==> src/rtl/sr_pulse_conditioner_if.sv <==
// Button inputs and conditioned outputs for sr_pulse_conditioner.
// The design consumes the slave side; the driver of the buttons uses master.
interface sr_pulse_conditioner_if;
    logic btn_set;
    logic btn_reset;
    logic S;
    logic R;
    logic deb_set;
    logic deb_reset;
    logic conflict;

    modport master (
        output btn_set, btn_reset,
        input  S, R, deb_set, deb_reset, conflict
    );

    modport slave (
        input  btn_set, btn_reset,
        output S, R, deb_set, deb_reset, conflict
    );
endinterface

==> src/rtl/sr_pulse_conditioner.sv <==
// Debounces two raw buttons and turns their rising edges into non-overlapping,
// fixed-width S/R pulses for a downstream NOR latch. A reset request beats a set request.
module sr_pulse_conditioner #(
    parameter int DEBOUNCE_CYCLES = 1000000,
    parameter int PULSE_CYCLES    = 4
) (
    input  logic                    clk,
    input  logic                    rst,
    sr_pulse_conditioner_if.slave   bus
);

    localparam int DW = $clog2(DEBOUNCE_CYCLES);
    localparam int PW = $clog2(PULSE_CYCLES + 1);
    localparam logic [DW-1:0] DEB_LAST   = DW'(DEBOUNCE_CYCLES - 1);
    localparam logic [PW-1:0] PULSE_LOAD = PW'(PULSE_CYCLES);
    localparam logic [PW-1:0] PULSE_LAST = PW'(1);

    typedef enum logic [1:0] {IDLE, SET_PULSE, RST_PULSE, GAP} state_t;

    // Channel 0 is set, channel 1 is reset.
    logic [1:0] raw;
    logic [1:0] deb;
    logic [1:0] req;

    assign raw = {bus.btn_reset, bus.btn_set};

    genvar gi;
    generate
        for (gi = 0; gi < 2; gi++) begin : g_chan
            logic          sync1_reg;
            logic          sync2_reg;
            logic          deb_reg;
            logic          deb_prev_reg;
            logic [DW-1:0] cnt_reg;

            always_ff @(posedge clk or posedge rst) begin
                if (rst) begin
                    sync1_reg    <= 1'b0;
                    sync2_reg    <= 1'b0;
                    deb_reg      <= 1'b0;
                    deb_prev_reg <= 1'b0;
                    cnt_reg      <= '0;
                end else begin
                    sync1_reg    <= raw[gi];
                    sync2_reg    <= sync1_reg;
                    deb_prev_reg <= deb_reg;
                    // Level only moves after an unbroken run of differing samples.
                    if (sync2_reg != deb_reg) begin
                        if (cnt_reg == DEB_LAST) begin
                            deb_reg <= sync2_reg;
                            cnt_reg <= '0;
                        end else begin
                            cnt_reg <= cnt_reg + 1'b1;
                        end
                    end else begin
                        cnt_reg <= '0;
                    end
                end
            end

            assign deb[gi] = deb_reg;
            assign req[gi] = deb_reg & ~deb_prev_reg;
        end
    endgenerate

    state_t        state_reg;
    logic [PW-1:0] pcnt_reg;
    logic          pend_set_reg;
    logic          pend_rst_reg;
    logic          s_reg;
    logic          r_reg;
    logic          conflict_reg;
    logic          set_any;
    logic          rst_any;

    assign set_any = req[0] | pend_set_reg;
    assign rst_any = req[1] | pend_rst_reg;

    always_ff @(posedge clk or posedge rst) begin
        if (rst) begin
            state_reg    <= IDLE;
            pcnt_reg     <= '0;
            pend_set_reg <= 1'b0;
            pend_rst_reg <= 1'b0;
            s_reg        <= 1'b0;
            r_reg        <= 1'b0;
            conflict_reg <= 1'b0;
        end else begin
            conflict_reg <= 1'b0;
            if (state_reg != IDLE) begin
                pend_set_reg <= pend_set_reg | req[0];
                pend_rst_reg <= pend_rst_reg | req[1];
            end
            case (state_reg)
                IDLE: begin
                    if (rst_any) begin
                        state_reg    <= RST_PULSE;
                        r_reg        <= 1'b1;
                        s_reg        <= 1'b0;
                        pcnt_reg     <= PULSE_LOAD;
                        pend_rst_reg <= 1'b0;
                        pend_set_reg <= 1'b0;
                        conflict_reg <= set_any;
                    end else if (set_any) begin
                        state_reg    <= SET_PULSE;
                        s_reg        <= 1'b1;
                        r_reg        <= 1'b0;
                        pcnt_reg     <= PULSE_LOAD;
                        pend_set_reg <= 1'b0;
                    end
                end
                SET_PULSE, RST_PULSE: begin
                    if (pcnt_reg == PULSE_LAST) begin
                        state_reg <= GAP;
                        s_reg     <= 1'b0;
                        r_reg     <= 1'b0;
                    end else begin
                        pcnt_reg <= pcnt_reg - 1'b1;
                    end
                end
                GAP: begin
                    state_reg <= IDLE;
                end
                default: begin
                    state_reg <= IDLE;
                    s_reg     <= 1'b0;
                    r_reg     <= 1'b0;
                end
            endcase
        end
    end

    assign bus.S         = s_reg;
    assign bus.R         = r_reg;
    assign bus.deb_set   = deb[0];
    assign bus.deb_reset = deb[1];
    assign bus.conflict  = conflict_reg;

endmodule

==> src/flat_wrapper.sv <==
// flat-port wrapper written by rule: the top's interface ports become plain ports
module sr_pulse_conditioner_flat 
#(
    parameter int DEBOUNCE_CYCLES = 1000000,
    parameter int PULSE_CYCLES    = 4
)
  (clk, rst, bus_btn_set, bus_btn_reset, bus_S, bus_R, bus_deb_set, bus_deb_reset, bus_conflict);
  sr_pulse_conditioner_if bus_i ();
  input  logic clk;
  input  logic rst;
  input wire logic [$bits(bus_i.btn_set)-1:0] bus_btn_set;
  input wire logic [$bits(bus_i.btn_reset)-1:0] bus_btn_reset;
  output wire logic [$bits(bus_i.S)-1:0] bus_S;
  output wire logic [$bits(bus_i.R)-1:0] bus_R;
  output wire logic [$bits(bus_i.deb_set)-1:0] bus_deb_set;
  output wire logic [$bits(bus_i.deb_reset)-1:0] bus_deb_reset;
  output wire logic [$bits(bus_i.conflict)-1:0] bus_conflict;
  assign bus_i.btn_set = bus_btn_set;
  assign bus_i.btn_reset = bus_btn_reset;
  assign bus_S = bus_i.S;
  assign bus_R = bus_i.R;
  assign bus_deb_set = bus_i.deb_set;
  assign bus_deb_reset = bus_i.deb_reset;
  assign bus_conflict = bus_i.conflict;
  sr_pulse_conditioner #(.DEBOUNCE_CYCLES(DEBOUNCE_CYCLES), .PULSE_CYCLES(PULSE_CYCLES)) u_core (.clk(clk), .rst(rst), .bus(bus_i));
endmodule
==> config.mk <==
export PLATFORM = sky130hd
export DESIGN_NAME = sr_pulse_conditioner_flat
export DESIGN_NICKNAME = d
export VERILOG_FILES = /design/src/rtl/sr_pulse_conditioner_if.sv /design/src/rtl/sr_pulse_conditioner.sv /design/src/flat_wrapper.sv
export SDC_FILE = /design/constraint.sdc
export NUM_CORES = 1
export LEC_CHECK = 0
export ABC_AREA = 1
export BUFFER_PORTS_ARGS = -buffer_cell sky130_fd_sc_hd__buf_2
export CELL_PAD_IN_SITES_DETAIL_PLACEMENT = 1
export CELL_PAD_IN_SITES_GLOBAL_PLACEMENT = 1
export CORE_ASPECT_RATIO = 0.75
export CORE_MARGIN = 5
export CORE_UTILIZATION = 40
export CTS_CLUSTER_SIZE = 14
export DETAILED_ROUTE_END_ITERATION = 8
export PLACE_DENSITY_LB_ADDON = 0.1
export SYNTH_ARGS = -nofsm -noshare
export SYNTH_HDL_FRONTEND = slang
export SYNTH_SLANG_ARGS = --single-unit
==> constraint.sdc <==
create_clock -name clk -period 1.8 [get_ports clk]
set_input_delay 0.18 -clock clk [delete_from_list [all_inputs] [get_ports clk]]
set_output_delay 0.18 -clock clk [all_outputs]
set_load 0.05 [all_outputs]
* Word-level counts from Yosys, hierarchy flattened
Index checks and enable logic that the tools add are counted.
** Cells by class
- Bitwise operators :: 6
- Mux-type cells :: 28
- Reduce and logical (&&, ||, !) cells :: 9
- Add/sub/neg operators :: 3
- Eq/ne operators :: 11
** Operators with widths (number)
- 2-to-1 mux 20 bit :: 4
- adder 20 x 1 -> 20 bit (second input constant) :: 2
- equality test 20 bit (second input constant) :: 2
- 2-to-1 mux 1 bit :: 14
- 2-to-1 mux 3 bit :: 3
- 2-to-1 mux 2 bit :: 3
- case mux 2 bit (3 select lines) :: 1
- case mux 3 bit (2 select lines) :: 1
- AND reduction 2 bit :: 3
- AND reduction 3 bit :: 2
- equality test 2 bit (second input constant) :: 2
- case mux 1 bit (2 select lines) :: 2
- nonzero test 2 bit :: 2
- equality test 3 x 1 -> 1 bit (second input constant) :: 1
- inequality test 3 x 1 -> 1 bit (second input constant) :: 1
- subtractor 3 x 1 -> 3 bit (second input constant) :: 1
- AND 1 bit :: 2
- equality test 2 x 1 -> 1 bit (second input constant) :: 1
- zero test 2 bit :: 1
- inequality test 1 bit :: 2
- inequality test 2 x 1 -> 1 bit (second input constant) :: 1
- inequality test 2 bit (second input constant) :: 1
- inverter 1 bit :: 2
- OR 1 bit :: 2
- OR reduction 2 bit :: 1
** Word-level totals
- Bits of input ports :: 4
- Bits in registers :: 58

* Logic depth before layout (Yosys ltp)
Gate-level depths: netlist of the first run.
- Depth in word-level cells :: 7
- Gate-level depth with buffers :: 10
- Gate-level depth less buffers :: 10

* Worst setup path before layout of the first run
OpenSTA, ideal clock, no wires.
- Kind :: flip-flop to flip-flop
- From :: register u_core.g_chan[1].deb_reg (netlist: u_core.bus.deb_reset)
- To :: register u_core.state_reg[1]
- Library setup time :: 119 ps
- Path slack :: 399 ps
- Cell stages (with the launch flop) :: 6
- Data arrival time :: 1282 ps
- Period minus slack after synthesis :: 1401 ps
- Required time :: 1681 ps
- Buffers on the path :: 0
- Cells stage by stage :: dfrtp_1 > a21oi_2 > nand3_1 > nand2_1 > nand2_1 > o21a_1
** Between the ends
- Word-level cells in the longest chain between the ends :: 4
- Elaborated cells between the ends (all ways) :: 6
** Ends and longest elaborated chain
- from (decl) :: RTL line sr_pulse_conditioner.sv:32 : logic deb_reg;
- from (signal assigned) :: RTL line sr_pulse_conditioner.sv:50 : deb_reg <= sync2_reg;
- AND 1 bit (*) :: RTL line sr_pulse_conditioner.sv:62 : assign req[gi] = deb_reg & ~deb_prev_reg;
- OR 1 bit (*) :: RTL line sr_pulse_conditioner.sv:77 : assign rst_any = req[1] | pend_rst_reg;
- 2-to-1 mux 2 bit or inequality test 3 x 1 -> 1 bit (tied branches)
- case mux 2 bit (3 select lines) or AND reduction 2 bit (tied branches)
- to (signal assigned) :: RTL line sr_pulse_conditioner.sv:81 : state_reg <= IDLE;
- to (signal assigned) :: RTL line sr_pulse_conditioner.sv:97 : state_reg <= RST_PULSE;
- to (signal assigned) :: RTL line sr_pulse_conditioner.sv:105 : state_reg <= SET_PULSE;
- to (decl) :: RTL line sr_pulse_conditioner.sv:66 : state_t state_reg;
Every way passes the cells marked *; elsewhere a longest branch is shown, timed or not.
A chain may end at the register's enable or synchronous reset.

* Final worst setup path of the first run
- From :: register u_core.g_chan[1].cnt_reg[0]
- To :: register u_core.g_chan[1].cnt_reg[3]
** Between the ends
- Word-level cells in the longest chain between the ends :: 3
- Elaborated cells between the ends (all ways) :: 4
** Ends and longest elaborated chain
- from (decl) :: RTL line sr_pulse_conditioner.sv:34 : logic [DW-1:0] cnt_reg;
- from (signal assigned) :: RTL line sr_pulse_conditioner.sv:53 : cnt_reg <= cnt_reg + 1'b1;
- adder 20 x 1 -> 20 bit or equality test 20 bit (tied branches) :: RTL line sr_pulse_conditioner.sv:53, sr_pulse_conditioner.sv:49
- 2-to-1 mux 20 bit (*) :: RTL line sr_pulse_conditioner.sv:49 : if (cnt_reg == DEB_LAST) begin
- 2-to-1 mux 20 bit (*) :: RTL line sr_pulse_conditioner.sv:48 : if (sync2_reg != deb_reg) begin
Marks and branches as above.

==> results of run 1 <==
-- worst max-delay path: cells and delay by family (launching register included) --
family,cells,cell delay (ns)
AND/OR/NAND/NOR,5,0.46
flip-flops,1,0.40
AO/OA/AOI/OAI,1,0.24
adder cells (fa/ha/maj),1,0.22
buffers and inverters,1,0.11
-- kinds of logic (layout without fill, tap and decap cells) --
kind of cell	Yosys count	in the layout	share of synthesized area (%)
AND/OR/NAND/NOR	215	215	31.6
flip-flops	58	58	48.7
buffers and inverters	43	74	5.42
XOR/XNOR	25	25	7.60
AO/OA/AOI/OAI	21	21	4.12
adder cells (fa/ha/maj)	6	6	2.52
-- path summary, 6_finish.rpt --
check | from | endpoint | slack, ns | cells past startpoint
setup / recovery | u_core.g_chan[1].cnt_reg[0] | u_core.g_chan[1].cnt_reg[3] | 0.31 | 8
hold / removal | u_core.g_chan[1].sync1_reg | u_core.g_chan[1].sync2_reg | 0.35 | 0
setup reg to reg | u_core.g_chan[1].cnt_reg[0] | u_core.g_chan[1].cnt_reg[3] | 0.31 | 8
hold reg to reg | u_core.g_chan[1].sync1_reg | u_core.g_chan[1].sync2_reg | 0.35 | 0
max in group asynchronous | rst | u_core.g_chan[0].sync2_reg | 0.93 | 4
min in group asynchronous | rst | u_core.pend_rst_reg | 0.36 | 3
-- timing repair --
item / CTS / global route
gates resized for setup: 0 / 0
endpoints found under the hold margin: 16 / 0
hold buffers: 3 / 0
buffers inserted: 0 / 0
-- cells in the final DEF, fill, tap and decap left out, types with 3 or more instances in the layout --
cell | synthesis | final
sky130_fd_sc_hd__o21ai_0 | 11 | 11
sky130_fd_sc_hd__inv_1 | 39 | 38
sky130_fd_sc_hd__nand2_1 | 74 | 74
sky130_fd_sc_hd__buf_4 | 0 | 3
sky130_fd_sc_hd__nand4_1 | 3 | 3
sky130_fd_sc_hd__clkbuf_8 | 0 | 9
sky130_fd_sc_hd__nor2_4 | 4 | 4
sky130_fd_sc_hd__xor2_1 | 16 | 16
sky130_fd_sc_hd__a21oi_1 | 6 | 6
sky130_fd_sc_hd__ha_1 | 6 | 6
sky130_fd_sc_hd__nand3b_1 | 3 | 3
sky130_fd_sc_hd__nor2_1 | 87 | 87
sky130_fd_sc_hd__nor3_1 | 3 | 3
sky130_fd_sc_hd__inv_2 | 4 | 5
sky130_fd_sc_hd__dlygate4sd3_1 | 0 | 3
sky130_fd_sc_hd__nor2_2 | 6 | 6
sky130_fd_sc_hd__buf_2 | 0 | 8
sky130_fd_sc_hd__nand3_1 | 24 | 24
sky130_fd_sc_hd__dfrtp_1 | 58 | 58
sky130_fd_sc_hd__nand2_2 | 6 | 6
sky130_fd_sc_hd__xnor2_1 | 8 | 8
-- per-layer routing --
layer	wire, um	track usage (%)	share of wire, %
met5	0	0	0
met4	48	3.06	0.72
met3	241	5.53	3.6
met2	2740	23.5	41
met1	3670	25.4	55
-- power by group --
group,switching [mW],total (mW),internal (mW),leakage (nW)
registers,0.0114,1.33,1.32,0.796
clock network,0.534,1.18,0.641,0.0925
logic,0.0583,0.0895,0.0312,0.654
total,0.604,2.59,1.99,1.54
-- area by class of cell --
| class | count | area, um2 | area share (%) |
|---|---|---|---|
| multi-input cells | 267 | 1370 | 40.0 |
| well taps | 101 | 126 | 3.70 |
| clock buffers | 10 | 128 | 3.74 |
| clock inverters | 6 | 67.6 | 1.98 |
| repair buffers | 15 | 113 | 3.30 |
| inverters | 43 | 161 | 4.73 |
| flip-flops and latches | 58 | 1450 | 42.5 |
==> results.md, run 1 <==
Yosys:
- The most used flip-flop cell after synthesis is sky130_fd_sc_hd__dfrtp_1.
- The synthesis warning total is 0.
- The instance count of the mapped netlist is between 300 and 400.
- The post-synthesis cell type with the largest combined area is sky130_fd_sc_hd__dfrtp_1.
- Among all cell types in the netlist, the one instantiated most often is sky130_fd_sc_hd__nor2_1.
- The number of storage elements in the synthesis netlist is 58.
- For this run, asynchronously set or reset flops after synthesis account for 100%.
- Sorting the synthesized cells by area gives the leading types as sky130_fd_sc_hd__dfrtp_1 49%, sky130_fd_sc_hd__nor2_1 11%, sky130_fd_sc_hd__nand2_1 9.3%, sky130_fd_sc_hd__inv_1 4.9%, sky130_fd_sc_hd__xor2_1 4.7%.
- The fraction of synthesized cell area taken by the top area cell type is between 40 and 50%.
- By count the netlist is led by 87 x sky130_fd_sc_hd__nor2_1, 74 x sky130_fd_sc_hd__nand2_1, 58 x sky130_fd_sc_hd__dfrtp_1, 39 x sky130_fd_sc_hd__inv_1, 24 x sky130_fd_sc_hd__nand3_1.
- Synthesis instantiated 25 different standard cells from the library.
- The synthesized netlist occupies a cell area of 2980 um2.
- The share of the yosys chip area belonging to registers is approximately half.
- The number of flops mapped to enable cells by yosys is 0.
- A synthesized cell averages 8.10 um2.
- The number of nets in the synthesized netlist is 378.

Timing:
- The tightest hold path in the finished design has a slack of approximately 0.35 ns.
- The final period demand of the worst path is approximately 1.5 ns.
- The final worst-path setup slack is 0.310 ns.
- The final count of hold timing violations is 0.
- Setup repair after global routing left no endpoint under its margin.
- The share of the clock period used by the worst path after layout is a little over 80%.
- The number of setup violations in the final report is 0.
- Measured against its own limit, the worst slew margin works out to between 70% and 80%.
- Static timing analysis puts the maximum clock frequency at between 600 and 700 MHz.
- The setup TNS is 0 ns.
- At the pin with the least slew margin, the transition time is ~0.37 ns.
- Between clock sinks in the finished design, the worst skew comes to around 0.010 ns.
- The number of slew-limit violations in the final report is 0.

Finish:
- The flip-flop count of the largest register after layout is 40.
- The cell area after layout is 3410 um2.
- The number of antenna diodes in the final layout is 0.
- The layout has approximately 930 filler cells.
- The post-route netlist has around 14% of its cells at a drive strength greater than 1.
- Once layout is complete, the utilization of the core stands at 46.8%.
- The area growth from synthesis to layout is 14.6%.
- The final standard cell count with taps included and fillers excluded is 500.
- After the last flow step, the layout net total stands at between 400 and 500.

Power and ir drop:
- IR analysis of the VDD net gives a maximum drop of 362 uV.
- The total power is 2.59 mW.
- The analysis attributes to cell leakage a power of between 1.5 and 2 nW.
- Dividing total power by cell area gives a power density of 760 nW/um2.

Place:
- The standard cell area after detailed placement is 3190 um2.
- Routability-driven placement finished with a final weighted congestion of around 0.82.
- Timing analysis after detailed placement gives a worst setup slack of 0.305 ns.
- The total of buffers placed on input and output ports is 8.
- Counting tap cells, the placed design contains a total of a little under 500 instances.
- The half-perimeter wire length after placement is approximately 5000 um.

Clock tree:
- The number of clock buffers added by TritonCTS is 9.
- The total number of clock tree sinks is 58.
- For the worst-skew pair, the clock arrives at the later sink with an insertion delay of ~0.34 ns.
- The maximum buffer depth of the clock tree is 2.
- The H-tree generated during clock tree synthesis spans 3 levels.
- The CTS tree is built.
- The clock-pin slew on the worst setup and hold paths is 0.07 ns.
- The clock root buffer master is sky130_fd_sc_hd__clkbuf_8.

Worst setup path:
- The most used cell along the critical path is sky130_fd_sc_hd__nor2_4.
- The type of the worst setup path is reg2reg.
- On the critical path, the stage with the largest delay is an instance of sky130_fd_sc_hd__dfrtp_1.
- Along the worst path, the maximum fanout reaches 7.
- The critical path goes through ha_1 -> nand2_1 -> nor2_4 -> nand2_2 -> nor2_4 -> a21oi_4 -> inv_2 -> nor2_1.
- The worst setup path is launched from a flip-flop.
- The data arrival time of the critical path is 1.75 ns.
- The critical path's largest stage delay is 0.40 ns.
- The required time reported for the critical path endpoint is ~2.1 ns.
- STA classifies the critical path endpoint as a flip-flop.

Drt:
- The detail route stage leaves a number of antenna-violating nets equal to 0.
- The initial detailed-routing violation count is 70.
- The wire length per cell after detailed routing is 13.4 um.
- The detailed router placed 2329 vias in this run.
- The detailed-route DRC error count is 0.
- The iteration count of the initial detailed-routing pass is 4.
- The via density per instance is roughly 4.7.
- The overall routed net length is between 6000 and 7000 um.

Floorplan:
- For this configuration, the core starts out at a cell density of between 40% and 50%.
- The floorplan has 27 rows.
- The die is about 110 um wide.
- The die extent in y is between 80 and 90 um.
- The floorplan step defined a core boundary enclosing 7300 um2.
- Pin placement for this block handled 9 I/O pins.
- The total die area is a little over 9000 um2.

Global route:
- The first-pass GRT wire length is ~12000 um.
- The initial antenna violation count is 0.
- The overall fraction of global-route tracks in use is ~17%.
- The remaining global-route overflow is 0.
- The number of global-route vias before repair came to 2445.
- The largest net degree at the start of global routing is 33.

Outcome:
- The run finished with clean final reports.

Run:
- The number of maximum-capacitance constraint violations is 0.

Hold path:
- The min-delay analysis places its worst path in the category reg2reg.
Power figures use the tool's default switching activity.
==> run 2, diff against run 1 <==
==> constraint.sdc (replaced) <==
create_clock -name clk -period 1.5 [get_ports clk]
set_input_delay 0.15 -clock clk [delete_from_list [all_inputs] [get_ports clk]]
set_output_delay 0.15 -clock clk [all_outputs]
set_load 0.05 [all_outputs]
==> results.md, run 2 (same netlist as run 1, synthesis figures left out) <==
Outcome:
- The run finished, with violations left.
- The checks that failed: setup timing.

Power and ir drop:
- The total power density per cell area is 964 nW/um2 (+27%).
- The worst supply voltage drop on vdd is 536 uV (+48%).
- The total power came to 3.47 mW (+34%).
- The leakage power total is 1.63 nW (+5.5%).

Clock tree:
- The number of levels the H-tree was split into is 3 (unchanged).
- The tree is rooted in a sky130_fd_sc_hd__clkbuf_8.
- The clock network latency to the later pin of the worst-skew pair is 0.33 ns (about the same).
- The maximum buffer depth of the clock tree was 2 (unchanged).
- The CTS tree is built.
- The number of buffers created by CTS is 9 (unchanged).
- The total number of clock tree sinks was 58 (unchanged).
- The clock-pin slew on the worst setup and hold paths came to 0.07 ns (about the same).

Timing:
- The worst setup skew after layout came to 0.00577 ns (-0.00459 ns).
- The final worst-path setup slack was -0.00306 ns (-0.313 ns).
- The maximum frequency from static timing analysis came to 665 MHz (-0.86%).
- The share of the clock period used by the worst path after layout is 100% (+17 points).
- The worst-case headroom to the max-slew limit was 70.1% (-5.3 points).
- The number of slew-limit violations in the final report is 0 (unchanged).
- The final period demand of the worst path is 1.50 ns (+0.0129 ns).
- The number of setup violations in the final report is 1 (+1).
- The final count of hold timing violations is 0 (unchanged).
- Setup repair after global routing could not meet its margin everywhere.
- The slew at the pin closest to its max-slew limit came to 0.448 ns (+0.0791 ns).

Finish:
- The library cells used most frequently in the layout, excluding fill and tap cells, are 83 x sky130_fd_sc_hd__nor2_1, 69 x sky130_fd_sc_hd__nand2_1, 58 x sky130_fd_sc_hd__dfrtp_1.
- The final net count is 412 (+2.0%).
- The flip-flop count of the largest register after layout was 40 (unchanged).
- The fraction of final layout cells with drive strength greater than 1 is 18.7% (+5.1 points).
- The area growth from synthesis to layout is 20.9%.
- Leaving out fill and tap cells, the most frequent cell in the layout is sky130_fd_sc_hd__nor2_1.
- The number of diodes is 0 (unchanged).

Worst setup path:
- The slowest stage of the critical path belongs to the cell sky130_fd_sc_hd__dfrtp_1.
- The largest fanout on the critical path came to 4 (-3).
- The most numerous cell type found on the critical path is sky130_fd_sc_hd__nand2_1.
- The startpoint type of the worst setup path is a flip-flop.
- The data arrival time of the critical path is 1.73 ns (-0.02 ns).
- The required time reported for the critical path endpoint came to 1.73 ns (-0.33 ns).
- The top cell family by delay on the critical path is simple AND/OR/NAND/NOR gates.
- By startpoint and endpoint, the worst setup path is classified as reg2reg.
- STA classifies the critical path endpoint as a flip-flop.
- The combined buffer and inverter count along the critical path is 0 (-1).
- The critical path goes through ha_2 -> nand2_2 -> nor2_4 -> nand3b_1 -> nor2_2 -> nand2_1 -> nand2_1 -> nor2_1.
- The critical path's largest stage delay is 0.38 ns (-0.02 ns).

Floorplan:
- The die extent in y is 84.7 um (unchanged).
- The number of I/O pins is 9 (unchanged).
- The initial standard-cell utilization of the core is 40.8% (unchanged).
- The cell row count is 27 (unchanged).
- The area of the core came to 7300 um2 (unchanged).
- The total die area is 9290 um2 (unchanged).
- The width of the die was 110 um (unchanged).

Drt:
- The overall routed net length was 6980 um (+4.3%).
- The routed via count was 2415 (+3.7%).
- The initial detailed-routing violation count is 68 (-2.9%).
- The detailed-route DRC error count came to 0 (unchanged).
- The remaining number of nets flagged by the antenna check after routing is 0 (unchanged).
- The iteration count of the initial detailed-routing pass is 4 (unchanged).
- The via density per instance is 4.75 (+2.1%).
- The wire length per cell after detailed routing is 13.7 um (+2.7%).

Global route:
- The first-pass GRT wire length is 12100 um (+0.17%).
- The overall fraction of global-route tracks in use is 16.7% (-0.091 points).
- The initial antenna violation count is 0 (unchanged).
- The remaining global-route overflow came to 0 (unchanged).
- The largest net degree at the start of global routing was 29 (-12%).
- The number of global-route vias before repair came to 2545 (+4.1%).

Place:
- The global placement routability congestion came to 0.812 (-0.43%).
- The total of buffers placed on input and output ports came to 8 (unchanged).
- The half-perimeter wire length after placement came to 5020 um (-1.6%).
- The post-placement worst setup slack is -0.0118 ns (-0.316 ns).

Run:
- The number of maximum-capacitance constraint violations is 0 (unchanged).

Hold path:
- The worst hold path belongs to the class reg2reg.
-- run 2: routing by layer --
metal	part of all wire (%)	vias to the layer above	global-route usage, %
li1	-	1206	-
met1	52	1182	23.5
met2	44	19	24.8
met3	2.7	8	5.00
met4	1.0	0	4.76
met5	0	-	0
-- run 2: final timing paths --
path	slack (ns)	cells after the start	endpoint	startpoint
hold / removal	0.35	0	u_core.g_chan[0].sync2_reg	u_core.g_chan[0].sync1_reg
setup reg to reg	-0.003	8	u_core.g_chan[1].cnt_reg[18]	u_core.g_chan[1].cnt_reg[0]
setup / recovery	-0.003	8	u_core.g_chan[1].cnt_reg[18]	u_core.g_chan[1].cnt_reg[0]
max in group asynchronous	0.59	4	u_core.g_chan[0].cnt_reg[12]	rst
hold reg to reg	0.35	0	u_core.g_chan[0].sync2_reg	u_core.g_chan[0].sync1_reg
min in group asynchronous	0.39	3	u_core.g_chan[1].sync2_reg	rst
-- run 2: what timing repair did --
item                                   CTS  global route
resized for setup                        1            20
setup endpoints to repair                9            31
pin swaps                                1             3
endpoints found under the hold margin   19             0
buffers inserted                         3             4
hold buffers                             3             0
-- run 2: final cells by class --
type                       instances  area, um2
clock buffer                      13        179
clock inverter                     3       68.8
fill                             903       3690
inverter                          43        165
multi-input combinational        267       1430
sequential                        58       1450
tap                              101        126
timing repair buffer              23        180
-- run 2: report_power, final --
| part | switching (mW) | internal [mW] | leakage [nW] | total (mW) |
|---|---|---|---|---|
| registers | 0.0149 | 1.58 | 0.796 | 1.60 |
| clock network | 0.625 | 1.12 | 0.126 | 1.75 |
| logic | 0.0794 | 0.0494 | 0.705 | 0.129 |
| total | 0.719 | 2.75 | 1.63 | 3.47 |
-- run 2: per-stage QoR --
stage | std cells | setup TNS [ns] | utilization [%] | cell area, um2 | hold slack (ns)
global placement | 482 | 0 | 43.8 | 3200 | 0.183
finish | 508 | -0.00306 | 49.4 | 3600 | 0.349
global route | 508 | -0.761 | 49.4 | 3600 | 0.364
floorplan | 368 | 0 | - | 2980 | 0.181
detailed placement | 482 | -0.0440 | 43.8 | 3200 | 0.190
CTS | 504 | 0 | 48.0 | 3500 | 0.352
-- run 2: worst register-to-register path, stage by stage, from the launching register on --
cell and delay [ns]:
sky130_fd_sc_hd__dfrtp_1 0.38, sky130_fd_sc_hd__ha_2 0.20, sky130_fd_sc_hd__nand2_2 0.08, sky130_fd_sc_hd__nor2_4 0.18, sky130_fd_sc_hd__nand3b_1 0.23, sky130_fd_sc_hd__nor2_2 0.18
sky130_fd_sc_hd__nand2_1 0.06, sky130_fd_sc_hd__nand2_1 0.06, sky130_fd_sc_hd__nor2_1 0.03
